$ cat config.mk
export PLATFORM = sky130hd
export DESIGN_NAME = sb_repair_msg_handler_flat
export DESIGN_NICKNAME = d
export VERILOG_FILES = /design/src/rtl/sb_repair_msg_handler_if.sv /design/src/rtl/sb_repair_msg_handler.sv /design/src/flat_wrapper.sv
export SDC_FILE = /design/constraint.sdc
export NUM_CORES = 1
export LEC_CHECK = 0
export BUFFER_PORTS_ARGS = -buffer_cell sky130_fd_sc_hd__buf_2
export CAP_MARGIN = 20
export CORE_MARGIN = 2
export CORE_UTILIZATION = 47
export DETAILED_ROUTE_END_ITERATION = 6
export GPL_ROUTABILITY_DRIVEN = 1
export PLACE_DENSITY = 0.79
export SLEW_MARGIN = 30
export SYNTH_ARGS = -nofsm -noshare
export SYNTH_HDL_FRONTEND = slang
export SYNTH_SLANG_ARGS = --single-unit
$ cat constraint.sdc
create_clock -name clk -period 2.5 [get_ports clk]
set_input_delay 0.375 -clock clk [delete_from_list [all_inputs] [get_ports clk]]
set_output_delay 0.375 -clock clk [all_outputs]
set_load 0.05 [all_outputs]
$ cat src/rtl/sb_repair_msg_handler_if.sv
// Sideband repair message handler bus.
// Groups the REPAIR request side, the sideband transmitter handshake, the
// sideband receive path and the status pulses of sb_repair_msg_handler.
//   master : drives requests/ready/rx packets, observes results (REPAIR + sideband side)
//   slave  : the handler itself
interface sb_repair_msg_handler_if;
    logic        i_valid;
    logic [3:0]  i_sideband_message;
    logic [2:0]  i_sideband_data_lanes_encoding;
    logic        o_busy;
    logic [23:0] o_sb_tx_pkt;
    logic        o_sb_tx_valid;
    logic        i_sb_tx_ready;
    logic [23:0] i_sb_rx_pkt;
    logic        i_sb_rx_valid;
    logic [3:0]  o_rx_sideband_message;
    logic [2:0]  o_rx_data_lanes_encoding;
    logic        o_rx_msg_valid;
    logic        o_err;
    logic        o_timeout;

    modport master (
        output i_valid, i_sideband_message, i_sideband_data_lanes_encoding,
        output i_sb_tx_ready, i_sb_rx_pkt, i_sb_rx_valid,
        input  o_busy, o_sb_tx_pkt, o_sb_tx_valid,
        input  o_rx_sideband_message, o_rx_data_lanes_encoding, o_rx_msg_valid,
        input  o_err, o_timeout
    );

    modport slave (
        input  i_valid, i_sideband_message, i_sideband_data_lanes_encoding,
        input  i_sb_tx_ready, i_sb_rx_pkt, i_sb_rx_valid,
        output o_busy, o_sb_tx_pkt, o_sb_tx_valid,
        output o_rx_sideband_message, o_rx_data_lanes_encoding, o_rx_msg_valid,
        output o_err, o_timeout
    );
endinterface

$ cat src/rtl/sb_repair_msg_handler.sv
// MBTRAIN REPAIR sideband message handler.
// Encodes REPAIR message code + lane encoding into 24-bit sideband packets
// ({4'hB, code, 13'b0, lanes}), holds them until the sideband transmitter
// accepts (or a timeout expires), and decodes received packets back into
// code + lane encoding with a one-cycle valid pulse.
// Ports:
//   clk    : clock
//   rst_n  : synchronous active-low reset
//   i_en   : block enable; low returns everything to reset state next edge
//   bus    : sb_repair_msg_handler_if.slave (request, tx handshake, rx, status)
module sb_repair_msg_handler #(
    parameter int unsigned TIMEOUT_CYCLES = 1023
) (
    input  logic                    clk,
    input  logic                    rst_n,
    input  logic                    i_en,
    sb_repair_msg_handler_if.slave  bus
);

    typedef enum logic {
        IDLE,
        SEND
    } state_e;

    localparam logic [3:0]  PKT_HDR   = 4'hB;
    localparam logic [15:0] CNT_LIMIT = 16'(TIMEOUT_CYCLES);

    state_e      state_q, state_d;
    logic [15:0] cnt_q, cnt_d;
    logic [23:0] pkt_q, pkt_d;
    logic        err_q, err_d;
    logic        timeout_q, timeout_d;
    logic [3:0]  rx_msg_q, rx_msg_d;
    logic [2:0]  rx_lanes_q, rx_lanes_d;
    logic        rx_vld_q, rx_vld_d;

    logic        tx_err;
    logic        rx_err;
    logic        rx_legal;

    function automatic logic code_legal(input logic [3:0] code);
        return (code >= 4'd1) && (code <= 4'd6);
    endfunction

    assign rx_legal = (bus.i_sb_rx_pkt[23:20] == PKT_HDR)
                   && code_legal(bus.i_sb_rx_pkt[19:16])
                   && (bus.i_sb_rx_pkt[15:3] == '0);

    always_comb begin
        state_d    = state_q;
        cnt_d      = cnt_q;
        pkt_d      = pkt_q;
        timeout_d  = 1'b0;
        rx_msg_d   = rx_msg_q;
        rx_lanes_d = rx_lanes_q;
        rx_vld_d   = 1'b0;
        tx_err     = 1'b0;
        rx_err     = 1'b0;

        if (!i_en) begin
            state_d    = IDLE;
            cnt_d      = '0;
            pkt_d      = '0;
            rx_msg_d   = '0;
            rx_lanes_d = '0;
        end else begin
            unique case (state_q)
                IDLE: begin
                    if (bus.i_valid) begin
                        if (code_legal(bus.i_sideband_message)) begin
                            state_d = SEND;
                            cnt_d   = '0;
                            pkt_d   = {PKT_HDR, bus.i_sideband_message, 13'd0,
                                       bus.i_sideband_data_lanes_encoding};
                        end else begin
                            tx_err = 1'b1;
                        end
                    end
                end
                SEND: begin
                    // Ready wins over the limit when both land in the same cycle.
                    if (bus.i_sb_tx_ready) begin
                        state_d = IDLE;
                        cnt_d   = '0;
                    end else if (cnt_q == CNT_LIMIT) begin
                        state_d   = IDLE;
                        cnt_d     = '0;
                        timeout_d = 1'b1;
                    end else begin
                        cnt_d = cnt_q + 16'd1;
                    end
                end
                default: state_d = IDLE;
            endcase

            if (bus.i_sb_rx_valid) begin
                if (rx_legal) begin
                    rx_msg_d   = bus.i_sb_rx_pkt[19:16];
                    rx_lanes_d = bus.i_sb_rx_pkt[2:0];
                    rx_vld_d   = 1'b1;
                end else begin
                    rx_err = 1'b1;
                end
            end
        end

        // A tx and an rx error in the same cycle merge into one pulse.
        err_d = tx_err | rx_err;
    end

    always_ff @(posedge clk) begin
        if (!rst_n) begin
            state_q    <= IDLE;
            cnt_q      <= '0;
            pkt_q      <= '0;
            err_q      <= 1'b0;
            timeout_q  <= 1'b0;
            rx_msg_q   <= '0;
            rx_lanes_q <= '0;
            rx_vld_q   <= 1'b0;
        end else begin
            state_q    <= state_d;
            cnt_q      <= cnt_d;
            pkt_q      <= pkt_d;
            err_q      <= err_d;
            timeout_q  <= timeout_d;
            rx_msg_q   <= rx_msg_d;
            rx_lanes_q <= rx_lanes_d;
            rx_vld_q   <= rx_vld_d;
        end
    end

    assign bus.o_busy                   = (state_q == SEND);
    assign bus.o_sb_tx_valid            = (state_q == SEND);
    assign bus.o_sb_tx_pkt              = pkt_q;
    assign bus.o_err                    = err_q;
    assign bus.o_timeout                = timeout_q;
    assign bus.o_rx_sideband_message    = rx_msg_q;
    assign bus.o_rx_data_lanes_encoding = rx_lanes_q;
    assign bus.o_rx_msg_valid           = rx_vld_q;

endmodule

$ cat src/flat_wrapper.sv
// flat-port wrapper written by rule: the top's interface ports become plain ports
module sb_repair_msg_handler_flat 
#(
    parameter int unsigned TIMEOUT_CYCLES = 1023
)
  (clk, rst_n, i_en, bus_i_valid, bus_i_sideband_message, bus_i_sideband_data_lanes_encoding, bus_i_sb_tx_ready, bus_i_sb_rx_pkt, bus_i_sb_rx_valid, bus_o_busy, bus_o_sb_tx_pkt, bus_o_sb_tx_valid, bus_o_rx_sideband_message, bus_o_rx_data_lanes_encoding, bus_o_rx_msg_valid, bus_o_err, bus_o_timeout);
  sb_repair_msg_handler_if bus_i ();
  input  logic clk;
  input  logic rst_n;
  input  logic i_en;
  input wire logic [$bits(bus_i.i_valid)-1:0] bus_i_valid;
  input wire logic [$bits(bus_i.i_sideband_message)-1:0] bus_i_sideband_message;
  input wire logic [$bits(bus_i.i_sideband_data_lanes_encoding)-1:0] bus_i_sideband_data_lanes_encoding;
  input wire logic [$bits(bus_i.i_sb_tx_ready)-1:0] bus_i_sb_tx_ready;
  input wire logic [$bits(bus_i.i_sb_rx_pkt)-1:0] bus_i_sb_rx_pkt;
  input wire logic [$bits(bus_i.i_sb_rx_valid)-1:0] bus_i_sb_rx_valid;
  output wire logic [$bits(bus_i.o_busy)-1:0] bus_o_busy;
  output wire logic [$bits(bus_i.o_sb_tx_pkt)-1:0] bus_o_sb_tx_pkt;
  output wire logic [$bits(bus_i.o_sb_tx_valid)-1:0] bus_o_sb_tx_valid;
  output wire logic [$bits(bus_i.o_rx_sideband_message)-1:0] bus_o_rx_sideband_message;
  output wire logic [$bits(bus_i.o_rx_data_lanes_encoding)-1:0] bus_o_rx_data_lanes_encoding;
  output wire logic [$bits(bus_i.o_rx_msg_valid)-1:0] bus_o_rx_msg_valid;
  output wire logic [$bits(bus_i.o_err)-1:0] bus_o_err;
  output wire logic [$bits(bus_i.o_timeout)-1:0] bus_o_timeout;
  assign bus_i.i_valid = bus_i_valid;
  assign bus_i.i_sideband_message = bus_i_sideband_message;
  assign bus_i.i_sideband_data_lanes_encoding = bus_i_sideband_data_lanes_encoding;
  assign bus_i.i_sb_tx_ready = bus_i_sb_tx_ready;
  assign bus_i.i_sb_rx_pkt = bus_i_sb_rx_pkt;
  assign bus_i.i_sb_rx_valid = bus_i_sb_rx_valid;
  assign bus_o_busy = bus_i.o_busy;
  assign bus_o_sb_tx_pkt = bus_i.o_sb_tx_pkt;
  assign bus_o_sb_tx_valid = bus_i.o_sb_tx_valid;
  assign bus_o_rx_sideband_message = bus_i.o_rx_sideband_message;
  assign bus_o_rx_data_lanes_encoding = bus_i.o_rx_data_lanes_encoding;
  assign bus_o_rx_msg_valid = bus_i.o_rx_msg_valid;
  assign bus_o_err = bus_i.o_err;
  assign bus_o_timeout = bus_i.o_timeout;
  sb_repair_msg_handler #(.TIMEOUT_CYCLES(TIMEOUT_CYCLES)) u_core (.clk(clk), .rst_n(rst_n), .i_en(i_en), .bus(bus_i));
endmodule
==> results of run 1 <==
-- worst paths after layout --
path                                              start                   endpoint  slack [ns]  depth (start not counted)
setup / recovery                        u_core.cnt_q[0]           u_core.cnt_q[12]        0.38                          6
setup reg to reg                        u_core.cnt_q[0]           u_core.cnt_q[12]        0.38                          6
hold reg to reg                        u_core.cnt_q[15]           u_core.cnt_q[15]        0.48                          2
hold / removal    bus_i_sideband_data_lanes_encoding[2]  u_core.bus.o_sb_tx_pkt[2]        0.27                          3
-- report_power, final --
group	leakage (nW)	internal (mW)	switching, mW
clock network	0.0293	0.110	0.179
logic	0.559	0.0397	0.104
registers	0.282	0.562	0.00445
total	0.870	0.711	0.287
-- per-stage QoR --
step	instance area [um^2]	utilization (%)	power, mW
after global routing	2020	59.2	1.05
after CTS	2020	59.2	1.01
after floorplan	1760	-	0.698
after detailed placement	1970	57.8	0.723
final	2020	59.2	0.999
after global placement	1970	57.8	0.721
-- cell type report --
class                   count  area (um^2)  area share, %
flip-flops and latches     35          701           34.6
inverters                   7         26.3           1.30
multi-input cells         153          883           43.7
clock inverters             1         5.00          0.247
clock buffers               7         45.0           2.23
well taps                  46         57.6           2.84
repair buffers             60          305           15.1
-- worst reg2reg max path, delay by kind of cell, from the launching register on --
family | cells | cell delay (ns)
AO/OA/AOI/OAI | 1 | 0.14
adder cells (fa/ha/maj) | 1 | 0.24
flip-flops | 1 | 0.38
AND/OR/NAND/NOR | 4 | 1.27
-- per-layer routing --
| metal | track usage (%) | vias to the layer above | wire length (um) |
|---|---|---|---|
| li1 | - | 812 | - |
| met1 | 22.4 | 730 | 1720 |
| met2 | 30.2 | 38 | 1920 |
| met3 | 4.17 | 7 | 156 |
| met4 | 8.51 | 0 | 58 |
| met5 | 0 | - | 0 |
-- state kept, by name, summed over array words and instances (netlist names) --
name,cells
u_core.bus.o_timeout,1
u_core.bus.o_rx_msg_valid,1
u_core.bus.o_busy,1
u_core.bus.o_rx_data_lanes_encoding,3
u_core.bus.o_sb_tx_pkt,8
u_core.bus.o_rx_sideband_message,4
u_core.cnt_q,16
u_core.bus.o_err,1
-- placed cells by master (no fill, tap or decap), types with 2 or more instances in the layout --
master / instances
a21oi_1: 8
buf_2: 58
buf_4: 2
clkbuf_1: 2
clkbuf_4: 5
conb_1: 14
dfxtp_1: 35
inv_1: 7
mux2i_1: 12
nand2_1: 11
nand3_1: 9
nand4_1: 5
nor2_1: 31
nor2b_1: 3
nor3_1: 9
nor4_1: 5
o211ai_1: 2
o21ai_0: 9
o21ai_1: 5
or3_1: 6
or4_1: 2
-- logic make-up after synthesis --
logic type | synth area share (%)
simple gates | 29.1
flops | 40.8
compound gates | 11.6
buf+inv | 10.5
mux | 7.00
fa+ha+maj | 0.729
other cells | 0.219
==> run metrics, run 1 <==
Core ar.=roughly 3400 um^2; Placed Cells incl. Taps=~300; Post-synth top flop=dfxtp_1; max_cap viols=0; Final period util=around 85%; RSZ-0062 raised after global routing=false; Worst-path clk slew=roughly 0.1 ns; Synth Register Bits=35; clk_skew=0.00544 ns; Total Routing Usage GR=18.2%; htree depth=2; area grow syn2layout=17.9%; crit-path max cell delay=0.48 ns; Die Wd=between 60 and 70 um; sequential fraction of the synthesis area=a little over 40%; fmax=472 MHz; Min-Delay Path Class=in -> reg; EDFF count, synth=0; WP buf/inv=0; DRC=0; IO Count=73; CTS tree=yes; Root Driver=clkbuf_4; detailed-route via count=1587; CP Max Fanout=9; Fillers=about 320; clock tree buffer depth=2; fin crit period=2.12 ns; diode count=0; Core Rows=21; post-DR vias/cell=~5.1; Buffers on Ports=slightly below 60; final hold violation count=0; vias in the first global route=around 1400; routed len/inst=12.5 um; GPL Wtd Cong=0.875; crit-path cells=ha_1 > nand4_1 > nor4_4 > or2_1 > o211ai_1 > nor2b_1; LEAKAGE=approximately 0.87 nW; Avg Inst Size Synth=approximately 8.4 um^2; post-route ant nets=0; DIE AREA=slightly above 4000 um^2; Iteration-0 DRC Markers=63; setup TNS=0 ns; largest net degree at the start of global routing=23; Critical Path End Type=flop; count leader, synth=dfxtp_1; Synth area leaders=dfxtp_1 41%, buf_4 7.4%, mux2i_1 7.0%, nor2_1 6.8%, nand3_1 2.6%; Slew headroom=55.9%; share of cells above drive strength 1=approximately a quarter; overflow left after global routing=0; drt total wl=around 3.9 mm; drt first pass iters=4; initial antenna violation count=0; # resized after CTS=0; Clock Sinks=35; Post-Syn Instances=slightly above 200; CTS hold repair buffers=0; WHS=0.269 ns; insertion delay to the later sink of the worst-skew pair=0.33 ns; post-DP HPWL=~2.9 mm; Worst Tran Pin Value=roughly 0.66 ns; Synth area leader=dfxtp_1; crit path max-delay cell type=nor4_4; Starting Density=50.2%; Inserted Clock Buffers=5; Yosys warnings=0; top cell family by delay on the critical path=simple AND/OR/NAND/NOR gates; Post-synth top cells=35 x dfxtp_1, 31 x nor2_1, 17 x buf_4; CP Launch Type=flop; Synth cell types=42; Die Height=64.4 um; PD cells=494 nW/um^2; fin. max-slew vios=0; nets=300; peak supply drop=between 200 and 300 uV; postcts setup bufs=0; final std cells w/o fill=309; WP data arrival=between 2 and 2.5 ns; area share of the largest cell type after synthesis=between 40 and 50%; WP data required=2.74 ns; Async SR Flop Fraction=0%; first-pass GRT wire length=5.95 mm; Post-Syn Area=between 1500 and 2000 um^2; endpoints failing setup=0; pre-CTS setup slack=~0.39 ns; status=completed; PnR worst setup slack=0.380 ns; critical path class=reg -> reg
No activity file was read; power rests on OpenSTA's default activity.
==> run 2, diff against run 1 <==
- ABC_AREA: unset -> 1
- CORE_UTILIZATION: 47 -> 46
- PLACE_DENSITY: 0.79 -> 0.77
- clock period: 2.5 -> 1.8 ns (I/O delays scaled with it)
==> run 2 against run 1 <==
- sequential power increased by 38%
- via count rose by 33%
- hold slack worse by 0.064 ns
- critical endpoint is now u_core.cnt_q[5]
- largest cell class unchanged
- largest power group unchanged
==> run metrics, run 2 <==
status=completed; Post-synth top cells=76 x nand2_1, 49 x inv_1, 35 x dfxtp_1; Core Rows=25; critical path class=reg -> reg; max_cap viols=0; Post-Layout Inst Area=about 2600 um^2; overflow left after global routing=0; insertion delay to the later sink of the worst-skew pair=0.29 ns; Worst Tran Pin Value=a little over 0.6 ns; endpoints failing setup=0; worst setup path start=u_core.cnt_q[0]; Final period util=about four fifths; post-placement cell area=roughly 2500 um^2; # resized after CTS=0; xor and xnor area share after synthesis=0%; share of cells above drive strength 1=between 20% and 30%; Synth cell types=36; DIE AREA=~5400 um^2; Worst-path clk slew=around 0.080 ns; vias in the first global route=about 1900; Root Driver=clkbuf_8; post-synthesis compound-gate area fraction=around 7.5%; Slew headroom=approximately three fifths; most common cell after layout, fill and taps aside=nand2_1; CTS hold repair buffers=0; post-DR vias/cell=~4.8; Core ar.=roughly 4700 um^2; Die Height=approximately 74 um; final hold violation count=0; pre-CTS setup slack=between 0.3 and 0.4 ns; Fillers=448; RSZ-0062 raised after global routing=false; nets=423; sequential cell area=701 um^2; postcts setup bufs=0; fin. max-slew vios=0; Largest register FFs=16; initial antenna violation count=0; sequential fraction of the synthesis area=about a third; clk_skew=~0.0065 ns; Die Wd=between 70 and 80 um; R2R depth=10; WP data required=between 1.5 and 2 ns; post-synthesis simple-gate area fraction=a little over two fifths; drt first pass iters=4; CP Max Fanout=10; Worst setup endpoint=u_core.cnt_q[5]; Iteration-0 DRC Markers=82; Post-Syn Area=2230 um^2; CTS tree=yes; largest net degree at the start of global routing=18; setup TNS=0 ns; main combinational cell family by area after synthesis=simple AND/OR/NAND/NOR gates; Reg-to-Reg End=u_core.cnt_q[5]; EDFF count, synth=0; Clock Sinks=35; Starting Density=about 47%; PD cells=about 700 nW/um^2; Final Power=between 1.5 and 2 mW; Buffers on Ports=58; post-DP HPWL=about 3.6 mm; clock tree buffer depth=2; Synth Register Bits=35; Inserted Clock Buffers=5; Yosys warnings=0; drt total wl=4.68 mm; Crit Reg-Reg Startpoint=u_core.cnt_q[0]; PnR worst setup slack=between 0.3 and 0.4 ns; WP data arrival=1.63 ns; LEAKAGE=about 1.2 nW; peak supply drop=338 uV; Avg Inst Size Synth=about 6.8 um^2; Async SR Flop Fraction=0%; first-pass GRT wire length=roughly 8.1 mm; area share of the largest cell type after synthesis=approximately a third; diode count=0; Post-Syn Instances=about 330; commonest non-fill, non-tap cells in the layout=76 x nand2_1, 58 x buf_2, 49 x inv_1, 35 x dfxtp_1, 32 x nor2_1; post-route ant nets=0; routed len/inst=roughly 11 um; count leader, synth=nand2_1; GPL Wtd Cong=roughly 0.88; Synth area leaders=dfxtp_1 31%, nand2_1 13%, inv_1 8.3%, buf_4 6.1%, nand3_1 6.1%; Min-Delay Path Class=in -> reg; area of the multi-input gates=~1200 um^2; Synth Area in Adders=less than 1%; R2R Setup Slk=0.36 ns; Post-synth top flop=dfxtp_1; Total Routing Usage GR=18.9%; multiplexer area fraction after synthesis=0%; area grow syn2layout=16.6%; fmax=between 600 and 700 MHz; detailed-route via count=between 2000 and 2500; htree depth=2; Most flops, register=u_core.cnt_q; fin crit period=approximately 1.4 ns; DRC=0; Synth area leader=dfxtp_1; IO Count=between 70 and 80; CP Launch Type=flop; Critical Path End Type=flop
## run 2: metrics by stage
step           utilization [%]  cells  hold slack, ns
6_report                  55.3    440           0.205
5_1_grt                   55.3    440           0.212
4_1_cts                   55.3    440           0.207
3_5_place_dp              52.8    432           0.449
3_3_place_gp              52.8    432           0.443
2_1_floorplan                -    341           0.341
## run 2: power by group
group | switching (mW) | total [mW] | internal, mW
combinational | 0.184 | 0.248 | 0.0641
clock | 0.305 | 0.754 | 0.448
sequential | 0.00261 | 0.782 | 0.779
## run 2: worst min-delay path by stage
stage	cells after the start	start	end	slack (ns)
6_report	2	bus_i_sb_tx_ready	u_core.bus.o_timeout	0.21
5_1_grt	2	bus_i_sb_tx_ready	u_core.bus.o_timeout	0.21
4_1_cts	2	bus_i_sb_tx_ready	u_core.bus.o_timeout	0.21
3_5_place_dp	2	u_core.bus.o_sb_tx_pkt[19]	u_core.bus.o_sb_tx_pkt[19]	0.45
3_3_place_gp	2	u_core.bus.o_rx_sideband_message[3]	u_core.bus.o_rx_sideband_message[3]	0.44
2_1_floorplan	1	bus_i_sb_tx_ready	u_core.bus.o_timeout	0.34
## run 2: final cells by class
class | instances | area share [%]
well taps | 54 | 2.60
repair buffers | 60 | 11.8
flip-flops and latches | 35 | 27.0
multi-input cells | 227 | 45.9
clock buffers | 6 | 3.18
inverters | 56 | 8.19
clock inverters | 2 | 1.35
## run 2: cells by family after synthesis
kind of cell / count (synthesis)
flops: 35
fa+ha+maj: 1
other cells: 1
compound gates: 30
buf+inv: 79
simple gates: 182
## run 2: worst max-delay path, stage by stage, from the launching register on
cell	delay, ns
dfxtp_1	0.39
ha_1	0.20
nand3_1	0.11
inv_2	0.11
nand2_4	0.07
inv_4	0.09
nand2_8	0.09
nand2_4	0.09
nand2_4	0.06
nand2_4	0.07
a21oi_2	0.04
## run 2: routing by layer
layer  up-vias  share of wire [%]  global-route usage [%]
met5         -                  0                       0
met3         5                5.7                    4.25
li1       1111                  -                       -
met4         0               0.94                    6.06
met1       928                 45                    22.9
met2        61                 48                    32.9
